===== config.mk =====
export PLATFORM = sky130hd
export DESIGN_NAME = sync_fifo_param
export DESIGN_NICKNAME = d
export VERILOG_FILES = /design/src/rtl/cpu_consts.sv /design/src/rtl/fifo_ram_sdp.sv /design/src/rtl/sync_fifo_param.sv
export SDC_FILE = /design/constraint.sdc
export NUM_CORES = 1
export LEC_CHECK = 0
export CORE_MARGIN = 3
export CORE_UTILIZATION = 52
export CTS_CLUSTER_SIZE = 10
export DETAILED_ROUTE_END_ITERATION = 10
export MAX_ROUTING_LAYER = met4
export PLACE_DENSITY = 0.72
export SYNTH_ARGS = -nofsm -noshare
export SYNTH_HDL_FRONTEND = slang
export SYNTH_SLANG_ARGS = --single-unit

===== constraint.sdc =====
create_clock -name axi_clk -period 19.9 [get_ports axi_clk]
set_clock_uncertainty 0.15 [all_clocks]
set_input_delay 3.98 -clock axi_clk [delete_from_list [all_inputs] [get_ports axi_clk]]
set_output_delay 3.98 -clock axi_clk [all_outputs]
set_load 0.01 [all_outputs]

===== src/rtl/cpu_consts.sv =====
// Shared fetch-path constants: default payload width and buffer depth.
// Latency: n/a (constants only).
// Backpressure: n/a.
package cpu_consts;

    localparam int FETCH_DATA_W = 64;
    localparam int FETCH_DEPTH  = 8;

endpackage


===== src/rtl/fifo_ram_sdp.sv =====
// Simple dual-port storage array: one write port, one read port, no reset.
// Latency: write lands on the rising edge; read is combinational from the array.
// Backpressure: none; the caller guarantees a write only targets a free entry.
module fifo_ram_sdp #(
    parameter int DATA_W = 64,
    parameter int DEPTH  = 8
) (
    input  logic                     clk_i,
    input  logic                     wr_en_i,
    input  logic [$clog2(DEPTH)-1:0] wr_addr_i,
    input  logic [DATA_W-1:0]        wr_data_i,
    input  logic [$clog2(DEPTH)-1:0] rd_addr_i,
    output logic [DATA_W-1:0]        rd_data_o
);

    logic [DATA_W-1:0] mem_q [DEPTH];

    // Storage write; contents are deliberately left unreset
    always_ff @(posedge clk_i) begin
        if (wr_en_i) begin
            mem_q[wr_addr_i] <= wr_data_i;
        end
    end

    assign rd_data_o = mem_q[rd_addr_i];

endmodule


===== src/rtl/sync_fifo_param.sv =====
// Single-clock first-word-fall-through FIFO with occupancy count, almost flags and sticky errors.
// Latency: a write into an empty FIFO is visible on rd_data_o the next cycle; a pop advances the head next cycle.
// Backpressure: writes while full are dropped (overflow) unless a pop happens the same cycle.
module sync_fifo_param
    import cpu_consts::*;
#(
    parameter int DATA_W    = FETCH_DATA_W,
    parameter int DEPTH     = FETCH_DEPTH,
    parameter int AF_THRESH = DEPTH - 2,
    parameter int AE_THRESH = 2
) (
    input  logic                       axi_clk,
    input  logic                       axi_resetn,
    input  logic                       flush_i,
    input  logic                       wr_en_i,
    input  logic [DATA_W-1:0]          wr_data_i,
    output logic                       wr_full_o,
    output logic                       wr_almost_full_o,
    input  logic                       rd_en_i,
    output logic [DATA_W-1:0]          rd_data_o,
    output logic                       rd_empty_o,
    output logic                       rd_almost_empty_o,
    output logic [$clog2(DEPTH+1)-1:0] count_o,
    output logic                       overflow_o,
    output logic                       underflow_o,
    input  logic                       err_clr_i
);

    localparam int AW = $clog2(DEPTH);
    localparam int CW = $clog2(DEPTH + 1);
    localparam logic [CW-1:0] DEPTH_C = CW'(DEPTH);
    localparam logic [CW-1:0] AF_C    = CW'(AF_THRESH);
    localparam logic [CW-1:0] AE_C    = CW'(AE_THRESH);

    logic [AW-1:0] wr_ptr_q, wr_ptr_d;
    logic [AW-1:0] rd_ptr_q, rd_ptr_d;
    logic [CW-1:0] count_q, count_d;
    logic          ovf_q, ovf_d;
    logic          unf_q, unf_d;

    logic is_empty, is_full;
    logic rd_accept, wr_ok, wr_accept;
    logic ovf_set, unf_set;

    // Full/empty come from the count register, never from pointer comparison
    assign is_empty = (count_q == '0);
    assign is_full  = (count_q == DEPTH_C);

    // Flush overrides both requests; a pop frees a slot for a same-cycle write
    assign rd_accept = rd_en_i & ~is_empty & ~flush_i;
    assign wr_ok     = wr_en_i & (~is_full | (rd_en_i & ~is_empty));
    assign wr_accept = wr_ok & ~flush_i;
    assign ovf_set   = wr_en_i & ~wr_ok & ~flush_i;
    assign unf_set   = rd_en_i & is_empty & ~flush_i;

    // Next-state for pointers, count and sticky error flags
    always_comb begin
        wr_ptr_d = wr_ptr_q;
        rd_ptr_d = rd_ptr_q;
        count_d  = count_q;
        if (flush_i) begin
            wr_ptr_d = '0;
            rd_ptr_d = '0;
            count_d  = '0;
        end else begin
            if (wr_accept) wr_ptr_d = wr_ptr_q + AW'(1);
            if (rd_accept) rd_ptr_d = rd_ptr_q + AW'(1);
            case ({wr_accept, rd_accept})
                2'b10:   count_d = count_q + CW'(1);
                2'b01:   count_d = count_q - CW'(1);
                default: count_d = count_q;
            endcase
        end
        // A set in the same cycle as a clear wins
        ovf_d = ovf_set | (ovf_q & ~err_clr_i);
        unf_d = unf_set | (unf_q & ~err_clr_i);
    end

    // State registers, cleared immediately on reset assertion
    always_ff @(posedge axi_clk or negedge axi_resetn) begin
        if (!axi_resetn) begin
            wr_ptr_q <= '0;
            rd_ptr_q <= '0;
            count_q  <= '0;
            ovf_q    <= 1'b0;
            unf_q    <= 1'b0;
        end else begin
            wr_ptr_q <= wr_ptr_d;
            rd_ptr_q <= rd_ptr_d;
            count_q  <= count_d;
            ovf_q    <= ovf_d;
            unf_q    <= unf_d;
        end
    end

    fifo_ram_sdp #(
        .DATA_W (DATA_W),
        .DEPTH  (DEPTH)
    ) u_ram (
        .clk_i     (axi_clk),
        .wr_en_i   (wr_accept),
        .wr_addr_i (wr_ptr_q),
        .wr_data_i (wr_data_i),
        .rd_addr_i (rd_ptr_q),
        .rd_data_o (rd_data_o)
    );

    assign wr_full_o         = is_full;
    assign wr_almost_full_o  = (count_q >= AF_C);
    assign rd_empty_o        = is_empty;
    assign rd_almost_empty_o = (count_q <= AE_C);
    assign count_o           = count_q;
    assign overflow_o        = ovf_q;
    assign underflow_o       = unf_q;

endmodule


# After elaboration in Yosys (flattened, before gate mapping)
# Memory sizes are Yosys's and may differ from the RTL's.
# Index checks and enable logic that the tools add are counted.
[totals] register_bits=12 latch_bits=0 ram_bits=512 romBits=0 out_inout_bits=74 word_cells=45 mem_count=1
[memory_table] memory="u_ram.mem_q" depth=8 word_bits=64 read_ports=1 rd_clocked_by_memory_dff=0 write_ports=1 line_no="fifo_ram_sdp.sv:16" text="logic [DATA_W-1:0] mem_q [DEPTH];"
[classes] addsub=4 mul=0 div_mod_pow=0 n_lt_le_gt_ge=2 eq_ne=3 n_shift=0 mux=8 n_bitwise=18 reduce_logical=4
[ops] cell="$mux 3" n=4
[ops] cell="$and 1x1->1" n=10
[ops] cell="$pmux 4 s2" n=1
[ops] cell="$add 3x1->3 const B" n=2
[ops] cell="$not 1->1" n=5
[ops] cell="$add 4x1->4 const B" n=1
[ops] cell="$eq 4x4->1 const B" n=1
[ops] cell="$ge 4x3->1 const B" n=1
[ops] cell="$le 4x2->1 const B" n=1
[ops] cell="$logic_not 4->1" n=1
[ops] cell="$mux 4" n=1
[ops] cell="$reduce_bool 2->1" n=2
[ops] cell="$sub 4x1->4 const B" n=1
[ops] cell="$or 1x1->1" n=3
[ops] cell="$reduce_bool 3->1" n=1
[ops] cell="$eq 2x1->1 const B" n=1
[ops] cell="$eq 2x2->1 const B" n=1
[ops] cell="$mux 1" n=2

# Logic depth before layout (Yosys ltp)
[depth] word_depth=9 ltp_mapped=10 ltp_nobuf=8

# Hierarchy
# From an unflattened synthesis, not the netlist that was laid out.
[hier_totals] cells_unflattened=831 hier_area_um2=20065.5
[modules_own_cells] mod="fifo_ram_sdp" instances=1 cells_each=752 area_per_inst_um2=19266.0 seq_area_each_um2=15374.7
[modules_own_cells] mod="sync_fifo_param" instances=1 cells_each=79 area_per_inst_um2=799.5 seq_area_each_um2=300.3

# Worst setup path before layout
# No wires, ideal clock.
[synth_timing] path_type="in2reg" from="in rd_en_i" to="mem u_ram.mem_q[0][0], enable pin" setup_time_ns=0.565 arrival_time_ns=9.213 path_slack_ns=9.972 path_stages=4 cell_sequence="clkbuf_1 -> nor2_1 -> or4b_1 -> nor3_1"
[synth_via] elab_chain_cells=6
[synth_lines] element="start, declared" line_no="sync_fifo_param.sv:19" text="input logic rd_en_i,"
[synth_lines] element="$and 1x1->1" line_no="sync_fifo_param.sv:51" text="assign wr_ok = wr_en_i & (~is_full | (rd_en_i & ~is_empty));"
[synth_lines] element="$or 1x1->1" line_no="sync_fifo_param.sv:51"
[synth_lines] element="$and 1x1->1" line_no="sync_fifo_param.sv:51"
[synth_lines] element="$and 1x1->1" line_no="sync_fifo_param.sv:52" text="assign wr_accept = wr_ok & ~flush_i;"
[synth_lines] element="$mux 1" line_no="fifo_ram_sdp.sv:20" text="if (wr_en_i) begin"
[synth_lines] element="$mux 1 (implied by the code)" line_no="fifo_ram_sdp.sv:21" text="mem_q[wr_addr_i] <= wr_data_i;"
[synth_lines] element="end, declared" line_no="fifo_ram_sdp.sv:16"
# Every way passes these cells.

# Worst setup path in the final report
[layout_timing] from="reg rd_ptr_q[1]" to="out rd_data_o[0]"
[layout_via] elab_chain_cells=1
[layout_lines] element="start, declared" line_no="sync_fifo_param.sv:36" text="logic [AW-1:0] rd_ptr_q, rd_ptr_d;"
[layout_lines] element="start signal, assigned" line_no="sync_fifo_param.sv:89" text="rd_ptr_q <= rd_ptr_d;"
[layout_lines] element="$mem_v2 8x64"
[layout_lines] element="end, declared" line_no="sync_fifo_param.sv:20" text="output logic [DATA_W-1:0] rd_data_o,"
# Every way passes these cells.

==> metrics.md <==
| Metric | Value |
|---|---|
| Final Setup Violations | 0 |
| Layout cell share with drive strength beyond 1 | 0.280 |
| Startpoint types | register |
| Initial antenna violation count | 0 |
| Crit Reg-Reg Startpoint | count_o[1] |
| RSZ-0062 raised after global routing | false |
| Leakage | 0.00730 uW |
| Post-DR wirelength/cell | 25.1 um |
| Port Buffers | 143 |
| Clock Pin Slew Worst Setup and Hold Paths | 0.05 ns |
| WL final | 38500 um |
| CP Capture Type | primary output |
| YS warnings | 0 |
| Distinct cells, synth | 43 |
| Worst min-delay path class | reg2reg |
| Row count | 71 |
| Nets | 1081 |
| Post-DP HPWL | 19800 um |
| GRT Residual Overflow | 0 |
| Die Height | 202 um |
| Peak supply drop | 0.0000906 V |
| Top Ports | 144 |
| FILL cells | 2512 |
| Global-route usage over all layers | 0.200 |
| Hold Path Sink | underflow_o |
| GP Congestion | 0.732 |
| Seq cells post-synth | 524 |
| H-tree depth | 2 |
| Relative slew slack | 0.288 |
| Later-pin clock latency in the skew report | 0.56 ns |
| Maximum capacitance violations | 0 |
| CTS root buffer | clkbuf_16 |
| Register area share after synthesis | 0.784 |
| Setup Crit Path Kind | reg2out |
| Post-layout min period | 8.03 ns |
| Core Region | 37800 um2 |
| Placed Area | 22100 um2 |
| Net count after synthesis | 905 |
| Number of remaining DRC errors | 0 |
| CTS-repair resized insts | 0 |
| Detail Route Antenna Nets | 0 |
| CTS Hold Bufs | 0 |
| Status | completed |
| Synthesized area | 20000 um2 |
| Arr. time, crit path | 3.90 ns |
| CTS tree | yes |
| Area growth from synthesis to layout | 18.3% |
| R2R Setup Slk | 16.33 ns |
| Clock Path Buffers | 3 |
| Pwr/cell area | 108 nW/um2 |
| Num CTS Buffers | 58 |
| Fin. Hold Viols | 0 |
| Vias post-DR | 8896 |
| Required time worst endpoint | 15.77 ns |
| First-pass GRT wire length | 59600 um |
| DIE WIDTH | 202 um |
| Post-Synthesis Cells | 831 |
| Syn avg cell area | 24.1 um2 |
| 1st-iter DRT viols | 586 |
| R2R depth | 5 |
| Hold path start | underflow_o |
| CP Max Fanout | 68 |
| Slew @ Worst Pin | 1.07 ns |
| DIE AREA | 40800 um2 |
| Initial DRT Pass Iterations | 5 |
| Total Power | 2550 uW |
| Setup TNS | 0 ns |
| Worst Hold Depth | 1 |
| Setup bufs post-CTS | 0 |
| FF-to-FF End | u_ram.mem_q[4][33] |
| Vias in the first global route | 9663 |
| WHS | 0.353 ns |
| Final slew viol count | 0 |
| Fmax | 0.125 GHz |
| Starting Density | 0.530 |
| Sink Count | 524 |
| Largest net degree at the start of global routing | 105 |
| Vias per inst | 5.80 |
| Post-route cell area | 23700 um2 |
| Utilization after layout | 0.626 |
| Tcrit/Tclk final | 0.403 |
-- where the power goes --
group	switching [uW]	internal (uW)	leakage, uW
clock network	373	545	0.000774
logic	155	217	0.00175
registers	28.8	1240	0.00478
total	557	2000	0.00730
-- per-stage QoR --
step           instances  worst slack (ns)
6_report            1534             11.87
5_1_grt             1533             11.67
4_1_cts             1533             11.82
3_5_place_dp        1458             12.33
3_3_place_gp        1458             12.37
2_1_floorplan        831              9.97
-- cell usage after synthesis --
master       n  area share
edfxtp_1   512        0.77
mux4_2     128        0.14
mux2_2      64       0.036
clkbuf_1    16      0.0030
buf_2       14      0.0035
nor2_1      14      0.0026
dfrtp_1     12       0.015
buf_1        8      0.0015
nor3_1       5      0.0013
ha_1         4      0.0025
inv_1        4     0.00075
nand3_1      4      0.0010
xor2_1       4      0.0018
a21oi_1      3     0.00075
nand2_1      3     0.00056
nand2b_1     3     0.00094
a32o_1       2      0.0010
buf_6        2      0.0011
o211ai_1     2     0.00075
o21ai_0      2     0.00050
o21ai_1      2     0.00050
or4b_1       2      0.0010
a211oi_1     1     0.00038
a21boi_1     1     0.00038
a21o_1       1     0.00038
a2bb2oi_1    1     0.00044
a31oi_1      1     0.00031
clkinv_8     1     0.00081
mux2_4       1     0.00075
mux2i_1      1     0.00050
nand3b_1     1     0.00038
nor2b_1      1     0.00031
nor3b_2      1     0.00063
nor4bb_1     1     0.00050
o2111ai_1    1     0.00044
o21a_1       1     0.00038
o221ai_2     1     0.00075
o2bb2ai_4    1      0.0014
or2b_2       1     0.00044
or3_1        1     0.00031
or3b_2       1     0.00044
or4_4        1     0.00056
xnor2_1      1     0.00044
-- layout by cell type, fill, tap and decap left out, drive strengths merged, types with 2 or more instances in the layout --
master         count
a21oi              3
o211ai             2
nand2              3
o21ai              4
or4b               2
mux4             128
edfxtp           512
ha                 4
xor2               4
nor2              14
inv                4
dfrtp             12
clkdlybuf4s50    143
a32o               2
mux2              65
nand3              4
nor3               5
buf               13
nand2b             3
clkbuf            75
-- critical path, cell delays in order, from the launching register on --
cell and delay, ns:
dfrtp_4 1.10, buf_4 0.88, mux4_2 0.42, mux2_2 0.28, clkdlybuf4s50_1 0.54
-- worst max path at each step --
stage	endpoint	slack [ns]	start
after floorplan	u_ram.mem_q[0][0]	9.97	rd_en_i
after global placement	u_ram.mem_q[4][38]	12.37	flush_i
after detailed placement	u_ram.mem_q[4][38]	12.33	flush_i
after CTS	rd_data_o[0]	11.82	rd_ptr_q[1]
after global routing	rd_data_o[60]	11.67	rd_ptr_q[1]
final	rd_data_o[0]	11.87	rd_ptr_q[1]
-- metal layers --
layer  part of all wire  track usage
met5                  0            -
met2               0.51        0.327
met4              0.016       0.0443
met1               0.42        0.269
met3              0.049       0.0369
-- cells by family (layout without fill, tap and decap cells) --
group                    Yosys count  count (layout)  synth area share
other                              0               1                 0
XOR/XNOR                           5               5           0.00219
flip-flops                       524             524             0.784
AO/OA/AOI/OAI                     20              20           0.00832
buffers and inverters             45             236            0.0107
AND/OR/NAND/NOR                   39              39            0.0110
adder cells (fa/ha/maj)            4               4           0.00250
multiplexers                     194             194             0.181
-- state kept, by name, summed over array words and instances, names as in the netlist --
name         cells
u_ram.mem_q    512
overflow_o       1
count_o          4
underflow_o      1
wr_ptr_q         3
rd_ptr_q         3
-- final cells by class --
class                      count  area (um2)  area share
clock buffer                  75        1590      0.0672
tap                          511         639      0.0270
antenna                        1        2.50    0.000106
inverter                       5        31.3     0.00132
sequential                   524       15700       0.663
multi-input combinational    262        4160       0.176
timing repair buffer         156        1540      0.0652
Note: power is estimated with default switching activity, not from simulation.
==> patch, RTL diff (same settings) <==
The package constant `FETCH_DEPTH` goes from 8 to 4.
--- a/src/rtl/cpu_consts.sv
+++ b/src/rtl/cpu_consts.sv
@@ -4,7 +4,7 @@
 package cpu_consts;
 
     localparam int FETCH_DATA_W = 64;
-    localparam int FETCH_DEPTH  = 8;
+    localparam int FETCH_DEPTH  = 4;
 
 endpackage
 
Ports: changed (resized count_o); port bits go from 144 to 143. No check against the original RTL was run, so the function may have changed too.
==> patch against the original RTL <==
Synthesized area down 51%. Cell area down 48%. Wire length down 53%. Power down 50%. Critical endpoint is now rd_data_o[20]. Sequential cell count down 259. Register-to-register slack better by 1.1 ns. Highest routed layer unchanged. Setup slack better by 0.67 ns. Largest cell class unchanged. Cell count down 47%. Global-route usage down 1.8 points.
==> patch: results (changes against the original RTL) <==
- Vias in the first global route: 5034 (-48%)
- Dpl hpwl: 10040 µm (-49%)
- Commonest cells post-synth: 256 x edfxtp_1, 64 x mux4_2, 9 x dfrtp_1
- Clk pin slew, worst setup/hold paths: 0.05 ns (about the same)
- Cell variety after synth: 35 (-19%)
- Syn. warnings: 0 (unchanged)
- Critical Path Slowest Stage Cell: dfrtp_4
- Inserted Clock Buffers: 30 (-48%)
- Htree depth: 1 (-1)
- Number of flip-flops in the largest register: 256 (-50%)
- DR iter-0 viols: 247 (-58%)
- Post-place setup slack: 13.00 ns (+0.6712 ns)
- Worst slew pin tran: 0.9992 ns (-0.06877 ns)
- Fillers: 1151 (-54%)
- Initial antenna violation count: 0 (unchanged)
- CP peak stage delay: 0.84 ns (-0.26 ns)
- CP max FO: 36 (-47%)
- Post-CTS Setup Inserts: 0 (unchanged)
- Final Net Count: 639 (-41%)
- LEAKAGE: 3.908 nW (-46%)
- Total GRT Usage: 18.20% (-1.8 points)
- Post-synth EDFFs: 256 (-50%)
- Worst hold path class: reg2reg
- Final core occ: 67.42% (+4.8 points)
- Drt pass-1 iters: 4 (-1)
- Post_cts resized: 0 (unchanged)
- Mapped Nets: 483 (-47%)
- Routed len/inst: 22.08 µm (-12%)
- Worst-Skew Late Latency: 0.53 ns (-0.03 ns)
- Dpl cell area: 0.01149 mm² (-48%)
- Worst VDD drop: 0.00007371 V (-19%)
- Placer Congestion: 0.7049 (-3.7%)
- Vias per inst: 5.694 (-1.8%)
- Sequential element share of the synthesized area: 79.98% (+1.6 points)
- Longest Clk Path Bufs: 3 (unchanged)
- # port buffers: 142 (-0.70%)
- Outcome: complete, no violations
- # diodes: 0 (-1)
- Largest net degree at the start of global routing: 66 (-37%)
- Root Driver: clkbuf_16
- Synth area leaders: edfxtp_1 78%, mux4_2 15%, dfrtp_1 2.3%, buf_6 0.68%, ha_1 0.51%
- Synth async-reset ratio: 3.396% (+1.1 points)
- First-pass GRT wire length: 27880 µm (-53%)
- Share of layout cells above drive strength 1: 18.20% (-9.8 points)
- Most flops, register: u_ram.mem_q
- Worst EP arrival: 3.23 ns (-0.67 ns)
-- patch: logic make-up (layout without fill, tap and decap cells) --
kind of cell / count (synthesis) / after routing / synth area share (%)
XOR/XNOR: 4 / 4 / 0.3542
AO/OA/AOI/OAI: 17 / 17 / 1.100
multiplexers: 65 / 65 / 14.67
buffers and inverters: 26 / 206 / 1.695
AND/OR/NAND/NOR: 26 / 26 / 1.492
flip-flops: 265 / 265 / 79.98
adder cells (fa/ha/maj): 5 / 5 / 0.7083
-- patch: layer usage --
| metal | wire length [µm] | up-vias | global-route usage [%] |
|---|---|---|---|
| li1 | - | 2044 | - |
| met1 | 7497 | 2408 | 24.88 |
| met2 | 9001 | 171 | 29.15 |
| met3 | 1183 | 29 | 3.128 |
| met4 | 354 | 0 | 4.559 |
| met5 | 0 | - | - |
-- patch: layout make-up --
class	count	area share, %
repair buffers	144	11.62
multi-input cells	117	14.75
well taps	229	2.318
clock inverters	1	0.04049
flip-flops and latches	265	64.08
clock buffers	55	7.005
inverters	6	0.1822
-- patch: metrics by stage --
step	power (mW)	hold slack [ns]	instances
floorplan	0.7296	0.3989	408
detailed placement	0.8050	0.4031	761
global placement	0.8019	0.3666	761
CTS	1.290	0.4211	817
global route	1.324	0.4369	817
finish	1.276	0.4168	817
-- patch: worst paths after layout --
path / from / slack, ns / cells past startpoint / to
max: rd_ptr_q[0] / 12.54 / 3 / rd_data_o[20]
min: overflow_o / 0.42 / 2 / overflow_o
max reg2reg: count_o[1] / 17.41 / 4 / u_ram.mem_q[0][29]
min reg2reg: overflow_o / 0.42 / 2 / overflow_o
max in group asynchronous: axi_resetn / 15.65 / 1 / rd_ptr_q[0]
min in group asynchronous: axi_resetn / 3.61 / 1 / underflow_o
-- patch: worst max-delay path: cells and delay by family, from the launching register on --
| family | cells | cell delay (ns) |
|---|---|---|
| DFF | 1 | 0.84 |
| muxes | 1 | 0.60 |
| buffers and inverters | 2 | 1.21 |
-- patch: power breakdown --
part | internal (mW) | switching [mW] | leakage [nW]
clock | 0.289 | 0.196 | 0.414
sequential | 0.629 | 0.0158 | 2.44
combinational | 0.0893 | 0.0576 | 1.05
total | 1.01 | 0.269 | 3.91
